--- src/rtl/mutex_client_master_if.sv ---
// Avalon-MM command/response bundle between the mutex client
// master and the interconnect (mutex slave side).
interface mutex_client_master_if;
  logic        avm_address;
  logic        avm_chipselect;
  logic        avm_read;
  logic        avm_write;
  logic [31:0] avm_writedata;
  logic [31:0] avm_readdata;
  logic        avm_waitrequest;

  modport master (
    output avm_address,
    output avm_chipselect,
    output avm_read,
    output avm_write,
    output avm_writedata,
    input  avm_readdata,
    input  avm_waitrequest
  );

  modport slave (
    input  avm_address,
    input  avm_chipselect,
    input  avm_read,
    input  avm_write,
    input  avm_writedata,
    output avm_readdata,
    output avm_waitrequest
  );
endinterface

--- src/rtl/mutex_client_master.sv ---
// Acquire/release engine for one hardware mutex slave:
// write {owner,value}, read back, compare, back off and retry.
module mutex_client_master #(
  parameter logic [15:0] OWNER_ID       = 16'h0001,
  parameter logic [15:0] LOCK_VALUE     = 16'h0001,
  parameter int unsigned BACKOFF_CYCLES = 16,
  parameter int unsigned MAX_RETRIES    = 0
) (
  input  logic clk,
  input  logic reset_n,
  input  logic acq_req,
  input  logic rel_req,
  output logic busy,
  output logic granted,
  output logic done,
  output logic fail,
  mutex_client_master_if.master avm
);

  typedef enum logic [2:0] {
    IDLE, ACQ_WR, ACQ_RD, CHECK, BACKOFF, REL_WR
  } state_t;

  localparam logic [31:0] LOCK_WORD = {OWNER_ID, LOCK_VALUE};
  localparam logic [31:0] FREE_WORD = {OWNER_ID, 16'h0000};
  localparam logic [15:0] BO_LOAD   = 16'(BACKOFF_CYCLES);
  localparam logic [15:0] RETRY_MAX = 16'(MAX_RETRIES);

  state_t      state;
  logic [15:0] retry_cnt;
  logic [15:0] bo_cnt;
  logic [31:0] rd_q;
  logic [15:0] retry_nxt;
  logic        accept;

  // Saturate so retry-forever never wraps back to a small count.
  assign retry_nxt = (retry_cnt == 16'hffff) ? retry_cnt
                                             : retry_cnt + 16'd1;
  assign accept = !avm.avm_waitrequest;
  assign avm.avm_address = 1'b0;

  always_ff @(posedge clk) begin
    if (!reset_n) begin
      state              <= IDLE;
      retry_cnt          <= '0;
      bo_cnt             <= '0;
      rd_q               <= '0;
      busy               <= 1'b0;
      granted            <= 1'b0;
      done               <= 1'b0;
      fail               <= 1'b0;
      avm.avm_chipselect <= 1'b0;
      avm.avm_read       <= 1'b0;
      avm.avm_write      <= 1'b0;
      avm.avm_writedata  <= '0;
    end else begin
      done <= 1'b0;
      fail <= 1'b0;
      unique case (state)
        IDLE: begin
          if (rel_req && granted) begin
            state              <= REL_WR;
            busy               <= 1'b1;
            avm.avm_chipselect <= 1'b1;
            avm.avm_write      <= 1'b1;
            avm.avm_writedata  <= FREE_WORD;
          end else if (acq_req && !granted) begin
            state              <= ACQ_WR;
            busy               <= 1'b1;
            avm.avm_chipselect <= 1'b1;
            avm.avm_write      <= 1'b1;
            avm.avm_writedata  <= LOCK_WORD;
          end else if (acq_req || rel_req) begin
            done <= 1'b1;
          end
        end
        ACQ_WR: begin
          if (accept) begin
            state         <= ACQ_RD;
            avm.avm_write <= 1'b0;
            avm.avm_read  <= 1'b1;
          end
        end
        ACQ_RD: begin
          if (accept) begin
            state              <= CHECK;
            rd_q               <= avm.avm_readdata;
            avm.avm_chipselect <= 1'b0;
            avm.avm_read       <= 1'b0;
          end
        end
        CHECK: begin
          if (rd_q == LOCK_WORD) begin
            state     <= IDLE;
            busy      <= 1'b0;
            granted   <= 1'b1;
            done      <= 1'b1;
            retry_cnt <= '0;
          end else if (RETRY_MAX != 16'd0 &&
                       retry_nxt == RETRY_MAX) begin
            state     <= IDLE;
            busy      <= 1'b0;
            fail      <= 1'b1;
            retry_cnt <= '0;
          end else begin
            state     <= BACKOFF;
            retry_cnt <= retry_nxt;
            bo_cnt    <= BO_LOAD;
          end
        end
        BACKOFF: begin
          if (bo_cnt == 16'd1) begin
            state              <= ACQ_WR;
            bo_cnt             <= '0;
            avm.avm_chipselect <= 1'b1;
            avm.avm_write      <= 1'b1;
            avm.avm_writedata  <= LOCK_WORD;
          end else begin
            bo_cnt <= bo_cnt - 16'd1;
          end
        end
        REL_WR: begin
          if (accept) begin
            state              <= IDLE;
            busy               <= 1'b0;
            granted            <= 1'b0;
            done               <= 1'b1;
            avm.avm_chipselect <= 1'b0;
            avm.avm_write      <= 1'b0;
          end
        end
        default: state <= IDLE;
      endcase
    end
  end

endmodule

--- src/flat_wrapper.sv ---
// flat-port wrapper written by rule: the top's interface ports become plain ports
module mutex_client_master_flat 
#(
  parameter logic [15:0] OWNER_ID       = 16'h0001,
  parameter logic [15:0] LOCK_VALUE     = 16'h0001,
  parameter int unsigned BACKOFF_CYCLES = 16,
  parameter int unsigned MAX_RETRIES    = 0
)
  (clk, reset_n, acq_req, rel_req, busy, granted, done, fail, avm_avm_address, avm_avm_chipselect, avm_avm_read, avm_avm_write, avm_avm_writedata, avm_avm_readdata, avm_avm_waitrequest);
  mutex_client_master_if avm_i ();
  input  logic clk;
  input  logic reset_n;
  input  logic acq_req;
  input  logic rel_req;
  output logic busy;
  output logic granted;
  output logic done;
  output logic fail;
  output wire logic [$bits(avm_i.avm_address)-1:0] avm_avm_address;
  output wire logic [$bits(avm_i.avm_chipselect)-1:0] avm_avm_chipselect;
  output wire logic [$bits(avm_i.avm_read)-1:0] avm_avm_read;
  output wire logic [$bits(avm_i.avm_write)-1:0] avm_avm_write;
  output wire logic [$bits(avm_i.avm_writedata)-1:0] avm_avm_writedata;
  input wire logic [$bits(avm_i.avm_readdata)-1:0] avm_avm_readdata;
  input wire logic [$bits(avm_i.avm_waitrequest)-1:0] avm_avm_waitrequest;
  assign avm_avm_address = avm_i.avm_address;
  assign avm_avm_chipselect = avm_i.avm_chipselect;
  assign avm_avm_read = avm_i.avm_read;
  assign avm_avm_write = avm_i.avm_write;
  assign avm_avm_writedata = avm_i.avm_writedata;
  assign avm_i.avm_readdata = avm_avm_readdata;
  assign avm_i.avm_waitrequest = avm_avm_waitrequest;
  mutex_client_master #(.OWNER_ID(OWNER_ID), .LOCK_VALUE(LOCK_VALUE), .BACKOFF_CYCLES(BACKOFF_CYCLES), .MAX_RETRIES(MAX_RETRIES)) u_core (.clk(clk), .reset_n(reset_n), .acq_req(acq_req), .rel_req(rel_req), .busy(busy), .granted(granted), .done(done), .fail(fail), .avm(avm_i));
endmodule
--- config.mk ---
export PLATFORM = sky130hd
export DESIGN_NAME = mutex_client_master_flat
export DESIGN_NICKNAME = d
export VERILOG_FILES = /design/src/rtl/mutex_client_master_if.sv /design/src/rtl/mutex_client_master.sv /design/src/flat_wrapper.sv
export SDC_FILE = /design/constraint.sdc
export NUM_CORES = 1
export LEC_CHECK = 0
export ABC_AREA = 1
export CORE_MARGIN = 2
export CORE_UTILIZATION = 45
export CTS_CLUSTER_SIZE = 30
export DETAILED_ROUTE_END_ITERATION = 8
export GPL_ROUTABILITY_DRIVEN = 0
export PLACE_DENSITY = 0.74
export SLEW_MARGIN = 20
export SYNTH_ARGS = -nofsm -noshare
export SYNTH_HDL_FRONTEND = slang
export SYNTH_SLANG_ARGS = --single-unit
export TNS_END_PERCENT = 30
--- constraint.sdc ---
create_clock -name clk -period 1.46 [get_ports clk]
set_input_delay 0.146 -clock clk [delete_from_list [all_inputs] [get_ports clk]]
set_output_delay 0.146 -clock clk [all_outputs]
set_load 0.05 [all_outputs]
==> flow_summary.ini <==
[run_status]
status = complete, no violations

[finish]
syn_to_final_growth_pct = 30.41
final_nets = 556
fin_util_pct = 60.04
regArea_um2 = 1190
final_cell_area_um2 = 4056
diodes = 0
drive_gt1_share_pct = 20.50
multi_input_area_um2 = 1665
fill_cells = 643

[worst_setup_path]
required_ps = 1720
critical_path.endpoint_type = register
critPathKind = reg -> reg
arrival_ps = 1680
start_kind = register
cp_max_fo = 9

[global_route]
grt_pass1_wl_um = 11030
grt_usage_pct = 18.20
grt_pass1_vias = 2623
antenna_found_initial = 0
globalRoute.totalOverflow = 0
grt_max_degree = 38

[clock_network]
numCtsBuffers = 9
clkLatencyLatePin_ps = 340
htree_levels = 3
cts_hold_buf = 0
cts_max_path_buffers = 2
cts.sinks = 59
clk_pin_slew_ps = 80
clockRootBuffer = clkbuf_8
tritoncts = done

[logic_synthesis]
synth_top_cells_by_area = dfxtp_1 38%, a21oi_1 8.5%, buf_4 8.0%
synth-edff-count = 0
ys.flop_type = dfxtp_1
syn_avg_cell_area_um2 = 6.821
synthesis.area_um2 = 3110
yosysSeqAreaShare_pct = 37.97
yosysUniqueCellTypes = 29
synth_common_cells = 63 x nand2_1, 59 x dfxtp_1, 55 x nor2_1
ys_warn_count = 0
ys_ff_latch = 59
syn_inst = 456
yosysMostFrequentCell = nand2_1
synth_top_area_cell = dfxtp_1
ys_async_sr_fraction_pct = 0
yosysTopAreaCellShare_pct = 37.97

[routing]
vias = 2896
drt_iter0_drc = 110
drt_pre_antenna_iters = 4
routed_wl_um = 6955
avgRoutedWirePerCell_um = 11.55
vias_per_cell = 4.811
drc = 0
drtAntennaViolNets = 0

[timing]
finalMaxSlewViolations = 0
finalWorstSetupSlack_ps = 36.68
rsz0062_at_grt = yes
setup_tns_ps = 0
fmax_ghz = 0.7026
period_share_pct = 97.49
worst_pin_slew_ps = 627.6
skew_ps = 13.09
hold_violations = 0
slew_headroom_pct = 58.11
fin_crit_ps = 1423
setup_viol = 0

[placed_design]
hpwl_um = 4827
placed_cell_area_um2 = 3633
preCtsSetupSlack_ps = 23.47
numPortBuffers = 44

[floorplanning]
initial_utilization_pct = 46.04
ios = 77
die_x_um = 87.14
die_y_um = 87.14
core.rowCount = 30
coreArea_um2 = 6756
die_area_um2 = 7593

[pwr]
total_power_mw = 4.320
p_leak_nw = 1.736
peakVddDrop_mv = 0.6985
powerDensity_nw_per_um2 = 1065

[job]
max_cap_viol_count = 0

[min_path]
hold_path_class = in -> reg
## logic make-up (layout without fill, tap and decap cells)
group | after synthesis | after routing | share of synthesized area, %
AOI/OAI and AO/OA | 102 | 102 | 17.06
adders and majority gates | 2 | 2 | 0.8044
buffers and inverters | 106 | 141 | 17.38
DFF | 59 | 59 | 37.97
other | 1 | 32 | 0.1206
and+or+nand+nor | 186 | 186 | 26.67
## final cells by class
type,count,area share (%)
inverter,59,5.521
clock inverter,6,1.635
multi-input combinational,322,41.05
timing repair buffer,66,16.84
sequential,59,29.33
clock buffer,10,3.146
tap,80,2.468
## flip-flops by register name, indices dropped and copies added (netlist names), 2 cells and up
| name | cells |
|---|---|
| u_core.rd_q | 32 |
| u_core.state | 3 |
| u_core.avm.avm_writedata | 2 |
| u_core.bo_cnt | 16 |
## path summary, 6_finish.rpt
path	slack, ps	endpoint	from	cells after the start
min reg2reg	450	u_core.rd_q[8]	u_core.rd_q[8]	2
max reg2reg	40	u_core.bo_cnt[11]	u_core.bo_cnt[2]	7
min	410	u_core.rd_q[14]	avm_avm_readdata[14]	3
max	40	u_core.bo_cnt[11]	u_core.bo_cnt[2]	7
## cell usage in the layout (no fill, tap or decap), drive strengths merged, types with 28 or more instances in the layout
cell type      Yosys  routed
conb               1      32
a21oi             53      53
nor2              60      60
nand3             40      40
clkdlybuf4s50      0      36
inv               59      59
o21ai             40      40
nand2             68      68
buf               39      28
dfxtp             59      59
## stage by stage
stage               cells  hold slack (ps)
floorplan             487            280.9
global placement      583            438.2
detailed placement    583            448.5
CTS                   599            409.8
global route          602            429.0
finish                602            411.5
## where the power goes
group,internal (mW),switching [mW]
clock,0.787,0.676
sequential,1.70,0.0671
combinational,0.389,0.696
total,2.88,1.44
## critical path: stages (launching register included)
cell and delay (ps):
dfxtp_1 350, nor2_1 170, nand2_1 150, nor2_4 220, inv_1 60, o21ai_0 170, nand3_1 100, a21oi_1 140
## metal layers
metal  vias up  global-route usage (%)  share of wire [%]
li1       1539                       -                  -
met1      1264                   23.13                 47
met4         0                   6.853                1.0
met2        85                   29.84                 46
met3         8                   4.455                5.4
met5         -                       0                  0
## what timing repair did
item | CTS | global route
resized for setup | 0 | 55
endpoints found under the setup margin | 0 | 48
setup buffers | 0 | 1
No activity file was read; power rests on OpenSTA's default activity.
